**src/rtl/handshake_const_sink_check.sv**
```systemverilog
// rtl/handshake_const_sink_check.sv - constant-checking data sink with a two-entry elastic control-token output
// Every accepted token is compared against EXPECTED; one pure control token is returned per accepted input.
module handshake_const_sink_check #(
   parameter int unsigned DATA_WIDTH = 32,
   parameter logic [31:0] EXPECTED   = 32'h0000000A,
   parameter int unsigned CNT_WIDTH  = 8
) (
   input  logic                  clk,
   input  logic                  rst,
   input  logic [DATA_WIDTH-1:0] ins,
   input  logic                  ins_valid,
   output logic                  ins_ready,
   output logic                  ctrl_valid,
   input  logic                  ctrl_ready,
   output logic                  mismatch,
   output logic [CNT_WIDTH-1:0]  mismatch_count,
   output logic [CNT_WIDTH-1:0]  token_count
);

   localparam logic [DATA_WIDTH-1:0] EXP_C = DATA_WIDTH'(EXPECTED);

   typedef enum logic [1:0] {
      ST_EMPTY = 2'b00,
      ST_ONE   = 2'b01,
      ST_TWO   = 2'b10
   } state_t;

   state_t               state_q;
   logic                 acc;
   logic                 emit;
   logic                 bad;
   logic                 mismatch_q;
   logic                 mismatch_d;
   logic [CNT_WIDTH-1:0] mcount_q;
   logic [CNT_WIDTH-1:0] mcount_d;
   logic [CNT_WIDTH-1:0] tcount_q;
   logic [CNT_WIDTH-1:0] tcount_d;

   // Both handshake outputs decode the state register only, so ctrl_ready never reaches ins_ready.
   assign ins_ready  = (state_q != ST_TWO);
   assign ctrl_valid = (state_q != ST_EMPTY);

   assign acc  = ins_valid && ins_ready;
   assign emit = ctrl_valid && ctrl_ready;
   assign bad  = acc && (ins != EXP_C);

   always_comb begin
      mismatch_d = mismatch_q | bad;
      mcount_d   = mcount_q;
      tcount_d   = tcount_q;
      if (bad && (mcount_q != {CNT_WIDTH{1'b1}})) begin
         mcount_d = mcount_q + CNT_WIDTH'(1);
      end
      if (emit) begin
         tcount_d = tcount_q + CNT_WIDTH'(1);
      end
   end

   always_ff @(posedge clk or negedge rst) begin
      if (!rst) begin
         state_q <= ST_EMPTY;
      end else begin
         unique case (state_q)
            ST_EMPTY: begin
               if (acc) state_q <= ST_ONE;
            end
            ST_ONE: begin
               if (acc && !emit)      state_q <= ST_TWO;
               else if (emit && !acc) state_q <= ST_EMPTY;
            end
            ST_TWO: begin
               if (emit) state_q <= ST_ONE;
            end
            default: state_q <= ST_EMPTY;
         endcase
      end
   end

   always_ff @(posedge clk or negedge rst) begin
      if (!rst) begin
         mismatch_q <= 1'b0;
         mcount_q   <= '0;
         tcount_q   <= '0;
      end else begin
         mismatch_q <= mismatch_d;
         mcount_q   <= mcount_d;
         tcount_q   <= tcount_d;
      end
   end

   assign mismatch       = mismatch_q;
   assign mismatch_count = mcount_q;
   assign token_count    = tcount_q;

endmodule

```
**config.mk**
```make
export PLATFORM = sky130hd
export DESIGN_NAME = handshake_const_sink_check
export DESIGN_NICKNAME = d
export VERILOG_FILES = /design/src/rtl/handshake_const_sink_check.sv
export SDC_FILE = /design/constraint.sdc
export NUM_CORES = 1
export LEC_CHECK = 0
export CAP_MARGIN = 5
export CORE_MARGIN = 3
export CORE_UTILIZATION = 39
export CTS_BUF_LIST = sky130_fd_sc_hd__clkbuf_4 sky130_fd_sc_hd__clkbuf_8
export CTS_CLUSTER_DIAMETER = 50
export CTS_CLUSTER_SIZE = 12
export DETAILED_ROUTE_END_ITERATION = 12
export PLACE_DENSITY = 0.89
export SLEW_MARGIN = 20
export SYNTH_ARGS = -nofsm -noshare
export SYNTH_HDL_FRONTEND = slang
export SYNTH_SLANG_ARGS = --single-unit
export TNS_END_PERCENT = 50
```
**constraint.sdc**
```tcl
create_clock -name clk -period 2 [get_ports clk]
set_input_delay 0.4 -clock clk [delete_from_list [all_inputs] [get_ports clk]]
set_output_delay 0.4 -clock clk [all_outputs]
set_load 0.1 [all_outputs]
```
==> results of run 1 <==
## flip-flops by register name (all words and copies together), names as in the netlist
name	cells
token_count	8
state_q	2
mismatch	1
mismatch_count	8
## per-stage QoR
step / hold slack (ps) / setup TNS [ps] / util, %
6_report: 450 / 0 / 69.4
5_1_grt: 484 / 0 / 69.4
4_1_cts: 462 / 0 / 69.4
3_5_place_dp: 464 / -586 / 68.1
3_3_place_gp: 463 / -13.4 / 68.1
2_1_floorplan: 104 / 0 / -
## worst min-delay path by stage
stage | end | slack [ps] | cells past startpoint
final | token_count[4]$_DFFE_PN0P_ | 450 | 1
after global routing | token_count[4]$_DFFE_PN0P_ | 480 | 1
after CTS | token_count[4]$_DFFE_PN0P_ | 460 | 1
after detailed placement | mismatch$_DFF_PN0_ | 460 | 1
after global placement | token_count[7]$_DFFE_PN0P_ | 460 | 1
after floorplan | mismatch$_DFF_PN0_ | 100 | 0
## metal layers
metal	wire length, um	global-route usage [%]
met1	946	18.3
met2	1300	32.6
met3	290	6.50
met4	40	7.29
met5	0	0
## report_power, final
part	internal, mW	total [mW]	switching [mW]
clock network	0.0913	0.204	0.113
registers	0.528	0.709	0.181
logic	0.379	1.53	1.15
## critical path, cell delays in order
cell	delay, ps
clkdlybuf4s50_1	410
nor4_1	330
nand4_1	210
nor2_4	180
nor3_1	90
mux2_1	330
## logic make-up (layout without fill, tap and decap cells)
kind of cell	after synthesis	count (layout)	share of synthesized area, %
AO/OA/AOI/OAI	5	5	3.40
XOR/XNOR	13	13	11.9
adder cells (fa/ha/maj)	2	2	2.61
buffers and inverters	0	62	0
AND/OR/NAND/NOR	41	41	27.9
multiplexers	4	4	4.57
flip-flops	19	19	49.6
## synthesized netlist by cell type (2+ instances only)
cell type / count / area share (%)
nor3_1: 3 / 1.6
dfrtp_1: 19 / 50
nor4_1: 10 / 6.5
xor2_1: 8 / 7.3
nand3_1: 7 / 3.7
mux2_1: 2 / 2.3
nand4_1: 5 / 3.3
a21oi_1: 2 / 1.0
xnor2_1: 5 / 4.6
and3_1: 2 / 1.3
ha_1: 2 / 2.6
nand2_1: 2 / 0.78
## layout by cell type, fill, tap and decap left out
cell type | Yosys | routed
a21oi_1 | 2 | 2
and3_1 | 2 | 2
and4_1 | 1 | 1
buf_12 | 0 | 2
buf_4 | 0 | 21
clkbuf_4 | 0 | 4
clkdlybuf4s50_1 | 0 | 35
dfrtp_1 | 19 | 13
dfrtp_2 | 0 | 6
ha_1 | 2 | 2
mux2_1 | 2 | 2
mux2_2 | 1 | 1
mux2i_1 | 1 | 1
nand2_1 | 2 | 2
nand2_4 | 1 | 1
nand2b_1 | 1 | 1
nand2b_4 | 1 | 1
nand3_1 | 7 | 7
nand3b_1 | 1 | 1
nand4_1 | 5 | 5
nor2_1 | 1 | 1
nor2_2 | 1 | 1
nor2_4 | 1 | 1
nor3_1 | 3 | 3
nor3b_1 | 1 | 1
nor4_1 | 10 | 10
nor4bb_1 | 1 | 1
o21a_2 | 1 | 1
o21bai_1 | 1 | 1
o22ai_1 | 1 | 1
or2_2 | 1 | 1
or4_4 | 1 | 1
xnor2_1 | 5 | 5
xor2_1 | 8 | 8
## layout make-up
type,count,share of cell area (%)
clock buffer,4,1.90
multi-input combinational,65,30.6
sequential,19,30.6
tap,28,2.22
timing repair buffer,58,34.7
==> flow_metrics.py, run 1 <==
metrics = {
    "die": {
        "rows": 17,
        "ioPinCount": 55,
        "start_util_pct": 42.1,
        "core_area_um2": 2280,
        "die_h_um": 55.6,
        "dieArea_um2": 3090,
        "fp.dieW_um": 55.6,
    },
    "final_layout": {
        "multi_input_area_um2": 483,
        "n_fill_cell": 176,
        "drive_gt1_share_pct": 28.1,
        "area_delta_synth_final_pct": 64.8,
        "seq_area_um2": 483,
        "finalNonFillerCells": 174,
        "fin_nets": 185,
        "antenna_cells": 0,
        "final_cell_area_um2": 1580,
    },
    "sta": {
        "report.final.slew_viol_count": 0,
        "fin_ws_ps": 223,
        "finalCritPeriodShare_pct": 88.8,
        "finalCriticalPeriod_ps": 1780,
        "tightest_slew_ps": 557,
        "hold_viol": 0,
        "fmax_mhz": 563,
        "rsz0062_at_grt": "no",
        "skew_ps": 5.42,
        "setup_viol": 0,
        "slew_headroom_pct": 62.7,
    },
    "status": {
        "outcome": "finished, final reports clean",
    },
    "grt": {
        "grt_pass1_wl_um": 4300,
        "grt_pass1_vias": 978,
        "antenna_found_initial": 0,
        "grt_max_degree": 14,
        "gr-total-overflow": 0,
        "grtUsageTotal_pct": 17.9,
    },
    "clocking": {
        "ctsRootBufferMaster": "clkbuf_4",
        "holdBufCountCts": 0,
        "htreeDepth": 1,
        "numCtsBuffers": 3,
        "cts.sinks": 19,
        "clk_latency_ps": 300,
        "clockBufferDepth": 2,
        "cts_setup_buffers": 0,
        "cts_tree": "yes",
        "clk_pin_slew_ps": 100,
        "cts_resized": 0,
    },
    "synth": {
        "syn-num-nets": 122,
        "ys.warnings.count": 0,
        "yosysSeqAreaShare_pct": 49.6,
        "synthArstFlopShare_pct": 100,
        "synth_area_um2": 958,
        "synth_edf_count": 0,
        "syn-instance-count": 84,
        "synth_cell_types": 29,
        "ys_seq_elements": 19,
        "ys.flop_type": "dfrtp_1",
        "synth_area_per_cell_um2": 11.4,
    },
    "power_and_ir_drop": {
        "powerDensity_nw_per_um2": 1550,
        "finalPower_mw": 2.44,
        "vdd_ir_drop_max_uv": 1580,
        "p_leak_nw": 0.683,
    },
    "detailed_routing": {
        "drt_wl_total_um": 2580,
        "wl_per_cell_um": 14.8,
        "drtIter0Drc": 15,
        "postRouteAntennaNets": 0,
        "drc": 0,
        "vias": 938,
        "vias_per_cell": 5.39,
        "first_pass_iters": 4,
    },
    "placed_design": {
        "dp_hpwl_um": 2150,
        "preCtsSetupSlack_ps": -134,
        "portBuffers": 54,
        "place_area_um2": 1550,
        "gp_congestion": 0.825,
        "dpl.cell_count": 170,
    },
    "critical_path": {
        "r2r-start": "mismatch_count[0]$_DFFE_PN0P_",
        "crit_path_end_kind": "flip-flop",
        "crit_arrival_ps": 1960,
        "start_kind": "input port",
        "cp_max_fo": 4,
        "critPathCapture": "mismatch_count[1]$_DFFE_PN0P_",
        "startpoint": "ins[24]",
        "required_ps": 2190,
        "r2r_cells": 6,
        "critPathKind": "input port to flip-flop",
        "reg2reg_slack_ps": 330,
        "worstReg2RegEnd": "mismatch_count[7]$_DFFE_PN0P_",
    },
    "job": {
        "max-cap-violations": 0,
    },
    "hold_path": {
        "hold_path_class": "input port to asynchronous set/reset pin",
    },
}
Power figures use the tool's default switching activity.
==> inputs of run 2 (changes only) <==
==> constraint.sdc (replaced) <==
create_clock -name clk -period 2 [get_ports clk]
set_input_delay 0.4 -clock clk [delete_from_list [all_inputs] [get_ports clk]]
set_output_delay 0.4 -clock clk [all_outputs]
set_load 0.005 [all_outputs]
==> run 2 against run 1 <==
  * Non-clock buffer count grew 2
  * Sequential power fell by 3%
  * Register-to-register slack barely moved
  * Sequential share of layout area decreased by 0.98 points
  * Sequential cell count did not move
  * Count of clock-buffer cells in the layout stayed put
  * Largest cell class unchanged
  * Maximum frequency decreased by 7.2%
==> flow_metrics.py, run 2 (same netlist as run 1, synthesis figures left out) <==
metrics = {
    "die": {
        "rows": 17,
        "dieArea_um2": 3090,
        "fp.dieW_um": 55.6,
        "start_util_pct": 42.1,
        "ioPinCount": 55,
        "core_area_um2": 2280,
        "die_h_um": 55.6,
    },
    "final_layout": {
        "layout_commonest_cell": "clkdlybuf4s50_1",
        "layout_common_cells": "clkdlybuf4s50_1, dfrtp_1, nor4_1, xor2_1, nand3_1",
        "area_delta_synth_final_pct": 68.0,
        "n_fill_cell": 163,
        "antenna_cells": 0,
        "drive_gt1_share_pct": 12.8,
        "fin_nets": 187,
    },
    "sta": {
        "rsz0062_at_grt": "no",
        "setup_viol": 0,
        "fin_ws_ps": 85.8,
        "hold_viol": 0,
        "report.final.slew_viol_count": 0,
        "timing.setup.tns_ps": 0,
        "tightest_slew_ps": 387,
        "skew_ps": 3.20,
        "fmax_mhz": 522,
        "finalCritPeriodShare_pct": 95.7,
        "slew_headroom_pct": 74.1,
        "finalCriticalPeriod_ps": 1910,
    },
    "placed_design": {
        "preCtsSetupSlack_ps": -91.2,
        "portBuffers": 54,
        "gp_congestion": 0.785,
        "dp_hpwl_um": 2020,
    },
    "detailed_routing": {
        "vias": 955,
        "first_pass_iters": 4,
        "drtIter0Drc": 13,
        "wl_per_cell_um": 14.0,
        "m1WireLength_um": 965,
        "drt_wl_total_um": 2470,
        "postRouteAntennaNets": 0,
        "wl_met3_um": 312,
        "drc": 0,
        "routed.top_layer": "met4",
        "wl_met2_um": 1150,
        "vias_per_cell": 5.43,
    },
    "clocking": {
        "ctsRootBufferMaster": "clkbuf_4",
        "clockBufferDepth": 2,
        "clk_pin_slew_ps": 110,
        "cts.sinks": 19,
        "cts_tree": "yes",
        "cts_setup_buffers": 0,
        "holdBufCountCts": 0,
        "numCtsBuffers": 3,
        "htreeDepth": 1,
        "clk_latency_ps": 300,
        "cts_resized": 0,
    },
    "critical_path": {
        "crit_arrival_ps": 1510,
        "critPathKind": "flip-flop to output pin",
        "cp_max_fo": 6,
        "required_ps": 1600,
        "start_kind": "flip-flop",
        "crit_path_end_kind": "output pin",
    },
    "status": {
        "outcome": "finished, final reports clean",
    },
    "grt": {
        "grtUsageTotal_pct": 17.0,
        "grt_pass1_vias": 997,
        "grt_pass1_wl_um": 4260,
        "gr-total-overflow": 0,
        "grt_max_degree": 20,
        "antenna_found_initial": 0,
    },
    "power_and_ir_drop": {
        "powerDensity_nw_per_um2": 935,
        "p_leak_nw": 0.665,
        "vdd_ir_drop_max_uv": 726,
    },
    "job": {
        "max-cap-violations": 0,
    },
    "hold_path": {
        "hold_path_class": "input port to asynchronous set/reset pin",
    },
}
-- run 2: changes by cell type in the layout (fill, tap and decap cells not counted), sizes merged --
cell | previous run | this run
buf | 23 | 6
clkdlybuf4s50 | 35 | 54
-- run 2: final timing paths --
kind	startpoint	end	slack (ps)	cells after the start
max	state_q[1]$_DFFE_PN0P_	ctrl_valid	90	2
min	rst	token_count[3]$_DFFE_PN0P_	410	2
max reg2reg	mismatch_count[0]$_DFFE_PN0P_	mismatch_count[7]$_DFFE_PN0P_	320	6
min reg2reg	mismatch$_DFF_PN0_	mismatch$_DFF_PN0_	490	1
max in group asynchronous	rst	state_q[1]$_DFFE_PN0P_	1380	2
min in group clk	mismatch$_DFF_PN0_	mismatch$_DFF_PN0_	490	1
-- run 2: metal layers --
metal,vias to the layer above,GRT usage (%)
met5,-,0
met1,457,17.9
met2,49,29.7
li1,445,-
met3,4,6.96
met4,0,7.29
-- run 2: stage by stage --
step	cells	hold WS (ps)	power, mW	area, um2	util, %
after floorplan	84	104	0.885	958	-
after global placement	172	461	1.28	1580	69.4
after detailed placement	172	468	1.31	1580	69.4
after CTS	176	414	1.52	1610	70.7
after global routing	176	425	1.61	1610	70.8
final	176	408	1.51	1610	70.8
-- run 2: power breakdown --
part / total, mW / switching [mW] / internal, mW
logic: 0.604 / 0.190 / 0.413
clock network: 0.213 / 0.122 / 0.0914
registers: 0.689 / 0.173 / 0.516
total: 1.51 / 0.485 / 1.02
-- run 2: cell type report --
class                      count  area [um2]  share of cell area (%)
timing repair buffer          60         586                    36.4
sequential                    19         477                    29.6
multi-input combinational     65         483                    30.0
clock buffer                   4        30.0                    1.86
tap                           28        35.0                    2.18
-- run 2: critical path, cell delays in order (launching register included) --
cell and delay (ps):
dfrtp_2 470, or2_2 300, clkdlybuf4s50_1 440
